===== src/rtl/quad_pkg.sv =====
// Shared types for the quadrature decoder: phase codes, tracker states and defaults.
// Used by quad_filt and quad_dec.
package quad_pkg;

   typedef enum logic [1:0] {
      PH_00 = 2'b00,
      PH_01 = 2'b01,
      PH_11 = 2'b11,
      PH_10 = 2'b10
   } ph_t;

   typedef enum logic {
      INIT  = 1'b0,
      TRACK = 1'b1
   } state_t;

   localparam int unsigned FILT_LEN_DEF = 4;
   localparam int unsigned SYNC_DEPTH   = 2;

   // Forward rotation 00->01->11->10->00
   function automatic ph_t ph_next_up(input ph_t p);
      ph_t r;
      case (p)
         PH_00:   r = PH_01;
         PH_01:   r = PH_11;
         PH_11:   r = PH_10;
         default: r = PH_00;
      endcase
      return r;
   endfunction

   function automatic ph_t ph_next_dn(input ph_t p);
      ph_t r;
      case (p)
         PH_00:   r = PH_10;
         PH_10:   r = PH_11;
         PH_11:   r = PH_01;
         default: r = PH_00;
      endcase
      return r;
   endfunction

endpackage


===== src/rtl/quad_filt.sv =====
// One encoder phase bit: two-flop synchronizer, plus a FILT_LEN-sample stability
// filter when QUAD_DEC_FILTER_EN is defined (otherwise the synchronizer drives q).
module quad_filt
`ifdef QUAD_DEC_FILTER_EN
   import quad_pkg::*;
#(
   parameter int unsigned FILT_LEN = FILT_LEN_DEF
)
`endif
(
   input  logic clk,
   input  logic rst,
   input  logic d,
   output logic q
);

   logic s1_q, s1_d;
   logic s2_q, s2_d;

   always_comb begin
      s1_d = d;
      s2_d = s1_q;
   end

   always_ff @(posedge clk) begin
      if (rst) begin
         s1_q <= 1'b0;
         s2_q <= 1'b0;
      end else begin
         s1_q <= s1_d;
         s2_q <= s2_d;
      end
   end

`ifdef QUAD_DEC_FILTER_EN
   logic [FILT_LEN-1:0] hist_q, hist_d;
   logic                filt_q, filt_d;

   // Level moves only when the last FILT_LEN synchronized samples agree.
   always_comb begin
      hist_d = {hist_q[FILT_LEN-2:0], s2_q};
      filt_d = filt_q;
      if (&hist_d) begin
         filt_d = 1'b1;
      end else if (~|hist_d) begin
         filt_d = 1'b0;
      end
   end

   always_ff @(posedge clk) begin
      if (rst) begin
         hist_q <= '0;
         filt_q <= 1'b0;
      end else begin
         hist_q <= hist_d;
         filt_q <= filt_d;
      end
   end

   assign q = filt_q;
`else
   assign q = s2_q;
`endif

endmodule


===== src/rtl/quad_dec.sv =====
// Quadrature decoder: turns encoder phases A/B into count-enable/direction pulses
// and flags illegal two-bit jumps. Optional input filter via QUAD_DEC_FILTER_EN.
module quad_dec
   import quad_pkg::*;
#(
   parameter int unsigned FILT_LEN = FILT_LEN_DEF,
   parameter int unsigned ERR_W    = 8
) (
   input  logic             clk,
   input  logic             rst,
   input  logic             a,
   input  logic             b,
   output logic             en,
   output logic             updown,
   output logic             err,
   output logic [ERR_W-1:0] err_cnt
);

`ifdef QUAD_DEC_FILTER_EN
   localparam int unsigned PRIME_N = SYNC_DEPTH + FILT_LEN;
`else
   localparam int unsigned PRIME_N = SYNC_DEPTH;
`endif
   localparam int unsigned PRIME_W = $clog2(SYNC_DEPTH + FILT_LEN + 1);

   logic a_s, b_s;
   ph_t  ph;

`ifdef QUAD_DEC_FILTER_EN
   quad_filt #(.FILT_LEN(FILT_LEN)) u_filt_a (.clk(clk), .rst(rst), .d(a), .q(a_s));
   quad_filt #(.FILT_LEN(FILT_LEN)) u_filt_b (.clk(clk), .rst(rst), .d(b), .q(b_s));
`else
   quad_filt u_filt_a (.clk(clk), .rst(rst), .d(a), .q(a_s));
   quad_filt u_filt_b (.clk(clk), .rst(rst), .d(b), .q(b_s));
`endif

   always_comb ph = ph_t'({a_s, b_s});

   state_t             state_q, state_d;
   ph_t                ph_q, ph_d;
   logic [PRIME_W-1:0] prime_q, prime_d;
   logic               prime_done;
   logic               en_q, en_d;
   logic               err_q, err_d;
   logic               updown_q, updown_d;
   logic [ERR_W-1:0]   err_cnt_q, err_cnt_d;

   // INIT waits until the input pipeline holds post-reset samples, so levels
   // present at release load ph_q instead of being decoded as a step.
   always_comb begin
      prime_done = (prime_q == PRIME_W'(PRIME_N));
      prime_d    = prime_done ? prime_q : prime_q + 1'b1;
   end

   always_ff @(posedge clk) begin
      if (rst) begin
         state_q <= INIT;
      end else begin
         state_q <= state_d;
      end
   end

   always_comb begin
      state_d = state_q;
      case (state_q)
         INIT:    if (prime_done) state_d = TRACK;
         TRACK:   state_d = TRACK;
         default: state_d = INIT;
      endcase
   end

   always_comb begin
      ph_d      = ph_q;
      en_d      = 1'b0;
      err_d     = 1'b0;
      updown_d  = updown_q;
      err_cnt_d = err_cnt_q;
      case (state_q)
         INIT: begin
            if (prime_done) ph_d = ph;
         end
         TRACK: begin
            ph_d = ph;
            if (ph == ph_next_up(ph_q)) begin
               en_d     = 1'b1;
               updown_d = 1'b0;
            end else if (ph == ph_next_dn(ph_q)) begin
               en_d     = 1'b1;
               updown_d = 1'b1;
            end else if (ph != ph_q) begin
               err_d = 1'b1;
               if (err_cnt_q != '1) err_cnt_d = err_cnt_q + 1'b1;
            end
         end
         default: ;
      endcase
   end

   always_ff @(posedge clk) begin
      if (rst) begin
         ph_q      <= PH_00;
         prime_q   <= '0;
         en_q      <= 1'b0;
         err_q     <= 1'b0;
         updown_q  <= 1'b0;
         err_cnt_q <= '0;
      end else begin
         ph_q      <= ph_d;
         prime_q   <= prime_d;
         en_q      <= en_d;
         err_q     <= err_d;
         updown_q  <= updown_d;
         err_cnt_q <= err_cnt_d;
      end
   end

   assign en      = en_q;
   assign err     = err_q;
   assign updown  = updown_q;
   assign err_cnt = err_cnt_q;

endmodule


===== config.mk =====
export PLATFORM = sky130hd
export DESIGN_NAME = quad_dec
export DESIGN_NICKNAME = d
export VERILOG_FILES = /design/src/rtl/quad_pkg.sv /design/src/rtl/quad_filt.sv /design/src/rtl/quad_dec.sv
export SDC_FILE = /design/constraint.sdc
export NUM_CORES = 1
export LEC_CHECK = 0
export ABC_CLOCK_PERIOD_IN_PS = 1700
export CORE_UTILIZATION = 40
export CTS_BUF_LIST = sky130_fd_sc_hd__clkbuf_4
export CTS_CLUSTER_SIZE = 8
export DETAILED_ROUTE_END_ITERATION = 12
export HOLD_SLACK_MARGIN = 0.15
export PLACE_DENSITY = 0.72
export SKIP_CTS_REPAIR_TIMING = 1
export SLEW_MARGIN = 20
export SYNTH_ARGS = -nofsm -noshare
export SYNTH_HDL_FRONTEND = slang
export SYNTH_SLANG_ARGS = --single-unit
export TNS_END_PERCENT = 1

===== constraint.sdc =====
create_clock -name clk -period 1.7 [get_ports clk]
set_input_delay 0.34 -clock clk [delete_from_list [all_inputs] [get_ports clk]]
set_output_delay 0.34 -clock clk [all_outputs]
set_load 0.01 [all_outputs]

# Yosys cells after proc, flatten, opt, wreduce, memory -nomap -nowiden
# Cells that the tools add are included.
# word_totals
reg_bits	21
# op_classes
n_reduce_logical	6
mux	14
add_sub_neg	2
n_eq_ne	9
bitwise_logic	3
# ops
op	count
case mux 2 bit (3 select lines)	2
adder 8 x 1 -> 8 bit (second input constant)	1
2-to-1 mux 2 bit	4
inequality test 8 bit (second input constant)	1
2-to-1 mux 1 bit	6
AND reduction 5 bit	1
equality test 2 bit	2
equality test 2 bit (second input constant)	2
case mux 2 bit (2 select lines)	1
OR reduction 4 bit	1
adder 3 x 1 -> 3 bit (second input constant)	1
equality test 3 x 2 -> 1 bit (second input constant)	1
NOT 1 bit	3
equality test 2 x 1 -> 1 bit (second input constant)	1
logical NOT 2 bit	1
inequality test 2 bit	1
inequality test 2 bit (second input constant)	1
case mux 1 bit (2 select lines)	1
AND reduction 2 bit	1
nonzero test 2 bit	1
OR reduction 2 bit	1

# Depth between registers and ports, before layout
# depth
depth_word	9
depth_mapped	6

# Cells and area by module
# Synthesis repeated with hierarchy kept, for this count alone.
# unflattened
cells_unflattened	93
hier_area_um2	904.6
# by_module_without_submodules
mod	cells_per_inst	instances	area_per_inst_um2
quad_dec	85	1	799.5
quad_filt	4	2	52.6

# Worst setup path after synthesis
# No wires, ideal clock.
# synth_timing
path_kind	register to register
start	register err_cnt_q[0], in the netlist err_cnt[0]
end	register err_cnt_q[4], in the netlist err_cnt[4]
arrival_time_ps	1345
slack_ps	285
synth_period_minus_slack_ps	1415
t_required_ps	1629
stages_incl_launch_ff	6
path_cell_list	dfxtp_1 -> ha_1 -> nand3_1 -> nor2_1 -> or4_1 -> a21oi_1
# synth_via
elab_chain_cells	2
# synth_rtl
element	line_no	text
start, declared	quad_dec.sv:46	logic [ERR_W-1:0] err_cnt_q, err_cnt_d;
start signal, assigned	quad_dec.sv:113	err_cnt_q <= err_cnt_d;
parallel branches: the longest is 2 deep, another holds adder 8 x 1 -> 8 bit	n/a	
# Several ways; the timed one is not identified.
# A chain may end at the register's enable or synchronous reset.

# Final worst setup path
# layout_timing
start	register err_cnt_q[5], in the netlist err_cnt[5]
end	output err_cnt[5]
# layout_lines
element	line_no	text
end, declared	quad_dec.sv:16	output logic [ERR_W-1:0] err_cnt
# No word-level cell between the ends.

==> impl_metrics.py <==
metrics = {
    "clock_network": {
        "clk_pin_slew_ns": 0.12,
        "h-tree-depth": 1,
        "cts-root-buf": "clkbuf_4",
        "cts_tree": "yes",
        "clk_latency_ns": 0.29,
        "clockBufferDepth": 2,
        "numClockSinks": 21,
        "cts_buffers": 3,
    },
    "setup_path": {
        "critical_path.startpoint": "err_cnt[5]$_SDFFE_PP0P_",
        "worstReg2RegEnd": "err_cnt[4]$_SDFFE_PP0P_",
        "path_cells": "clkdlybuf4s50_1",
        "start_kind": "register",
        "worst-path-buf-inv": 1,
        "r2r_start": "u_filt_b.q$_SDFF_PP0_",
        "critPathArrivalTime_ns": 1.28,
        "worst-setup-path-type": "reg -> out",
        "rr_worst_depth": 4,
        "slowest_delay_ns": 0.57,
        "cpLargestDelayFamily": "buffers and inverters",
        "required_ns": 1.36,
        "cp-end-kind": "output port",
        "crit_path_max_fanout": 6,
        "cp_slowest_cell": "clkdlybuf4s50_1",
        "r2r_setup_slack_ns": 0.10,
    },
    "synth": {
        "syn_nets": 102,
        "ys_seq_elements": 21,
        "synth-adder-area-share": 0.0424,
        "syn-cell-area_um2": 885,
        "syn_area_per_cell_um2": 9.31,
        "ys_types": 26,
        "yosys.area_share.simple": 0.223,
        "synth_top_family_by_area": "simple AND/OR/NAND/NOR gates",
        "synthCells": 95,
        "synth_mux_area_frac": 0.0453,
        "yosys_warnings": 0,
        "synth_xor_area_frac": 0.0594,
        "seq_area_frac_synth": 0.475,
        "synth_compound_area_frac": 0.132,
    },
    "die": {
        "die_h_um": 49.0,
        "dieArea_mm2": 0.00240,
        "die_w_um": 49.0,
        "core_area_mm2": 0.00202,
        "start_util": 0.437,
        "ios": 15,
        "fp-row-count": 16,
    },
    "power_and_ir_drop": {
        "p_leak_nw": 0.405,
        "p_total_mw": 1.04,
        "p_per_area_mw_per_mm2": 950,
        "ir_drop_mv": 0.524,
    },
    "timing": {
        "setup_viol": 0,
        "hold_violations": 0,
        "slew_headroom": 0.716,
        "fmax_mhz": 616,
        "period_share": 0.956,
        "rsz0062_at_grt": "false",
        "final.setup.tns_ns": 0,
        "finalMaxSlewViolations": 0,
        "skew_ns": 0.00701,
        "period_minus_slack_ns": 1.62,
        "tightest_slew_ns": 0.425,
    },
    "route": {
        "drtAntennaViolNets": 0,
        "drt_iter0_drc": 13,
        "wirelength_mm": 1.60,
        "vias": 716,
        "drc": 0,
        "first_pass_iters": 4,
        "via_per_inst": 5.15,
        "wl_per_cell_um": 11.5,
    },
    "hold_path": {
        "holdPathStages": 1,
        "min_from": "u_filt_a.s1_q$_SDFF_PP0_",
        "hp-class": "reg -> reg",
        "min_to": "u_filt_a.q$_SDFF_PP0_",
    },
    "grt": {
        "antenna_found_initial": 0,
        "grt_max_degree": 17,
        "grt_use_total": 0.141,
        "grt_pass1_wl_mm": 2.63,
        "first_global_vias": 622,
        "overflow": 0,
    },
    "placed_design": {
        "port_buffers": 14,
        "place.gp.congestion": 0.754,
        "hpwlAfterDp_mm": 1.18,
    },
    "run": {
        "cap_viol_max_count": 0,
    },
    "finish": {
        "diodes": 0,
        "area_delta_synth_final_pct": 24.3,
        "drive_gt1_frac": 0.0714,
        "utilization": 0.544,
        "final_common_cell": "dfxtp_1",
        "final_cell_mix": "dfxtp_1 (20), clkdlybuf4s50_1 (14), nor2_1 (10), nor2b_1 (7)",
        "final_nets": 120,
    },
    "outcome": {
        "status": "finished clean",
    },
}
worst max path at each step:
stage                                    endpoint  slack [ns]  cells past startpoint
after floorplan           err_cnt[4]$_SDFFE_PP0P_        0.28                      5
after global placement    err_cnt[4]$_SDFFE_PP0P_        0.18                      4
after detailed placement  err_cnt[5]$_SDFFE_PP0P_         0.1                      4
after CTS                              err_cnt[4]        0.04                      1
after global routing      err_cnt[5]$_SDFFE_PP0P_       0.009                      4
final                                  err_cnt[5]        0.08                      1
kinds of logic after synthesis:
logic type,Yosys count
flops,21
simple gates,37
buf+inv,5
fa+ha+maj,3
xor+xnor,6
mux,4
compound gates,19
through the flow:
stage               setup slack [ns]  cells  hold WS, ns  cell area [um^2]
finish                        0.0755    139        0.452              1100
global route                 0.00891    139        0.470              1100
CTS                           0.0380    139        0.456              1090
detailed placement            0.0993    135        0.429              1060
global placement               0.177    135        0.427              1060
floorplan                      0.285     95        0.414               885
layout make-up:
class / count / area (um^2)
clock buffer: 4 / 30.0
fill: 196 / 922
inverter: 2 / 7.51
multi-input combinational: 69 / 452
sequential: 21 / 422
tap: 27 / 33.8
timing repair buffer: 16 / 155
per-layer routing:
layer	routed length (um)	GRT usage	share of wire	vias to the layer above
li1	-	-	-	370
met1	755	0.191	0.47	334
met2	790	0.213	0.49	10
met3	42	0.0280	0.026	2
met4	13	0.0686	0.0081	0
met5	0	0	0	-
power by group:
group	total [mW]	switching (mW)	internal, mW
Clock	0.249	0.142	0.107
Combinational	0.205	0.0991	0.106
Sequential	0.590	0.0469	0.543
registers in the layout, indices dropped and copies added (netlist names):
name / cells
ph_q: 2
err: 1
err_cnt: 8
en: 1
u_filt_b.s1_q: 1
u_filt_b.q: 1
updown: 1
state_q: 1
u_filt_a.q: 1
prime_q: 3
u_filt_a.s1_q: 1
synthesized netlist by cell type:
library cell | count | area [um^2]
dfxtp_1 | 21 | 420
nor2_1 | 10 | 37.5
nor2b_1 | 7 | 43.8
a21oi_1 | 6 | 30.0
nand2_1 | 6 | 22.5
o21ai_0 | 6 | 30.0
mux2i_1 | 4 | 40.0
or3_1 | 4 | 25.0
ha_1 | 3 | 37.5
o31ai_1 | 3 | 22.5
xnor2_1 | 3 | 26.3
xor2_1 | 3 | 26.3
and3_1 | 2 | 12.5
inv_1 | 2 | 7.51
nand3_1 | 2 | 10.0
o311ai_0 | 2 | 17.5
or4_1 | 2 | 15.0
a211oi_1 | 1 | 7.51
and4_1 | 1 | 8.76
buf_1 | 1 | 3.75
buf_2 | 1 | 5.00
clkbuf_1 | 1 | 3.75
nand2b_1 | 1 | 6.26
nand3_2 | 1 | 10.0
nand4_1 | 1 | 6.26
o41ai_1 | 1 | 8.76
No activity file was read; power rests on OpenSTA's default activity.
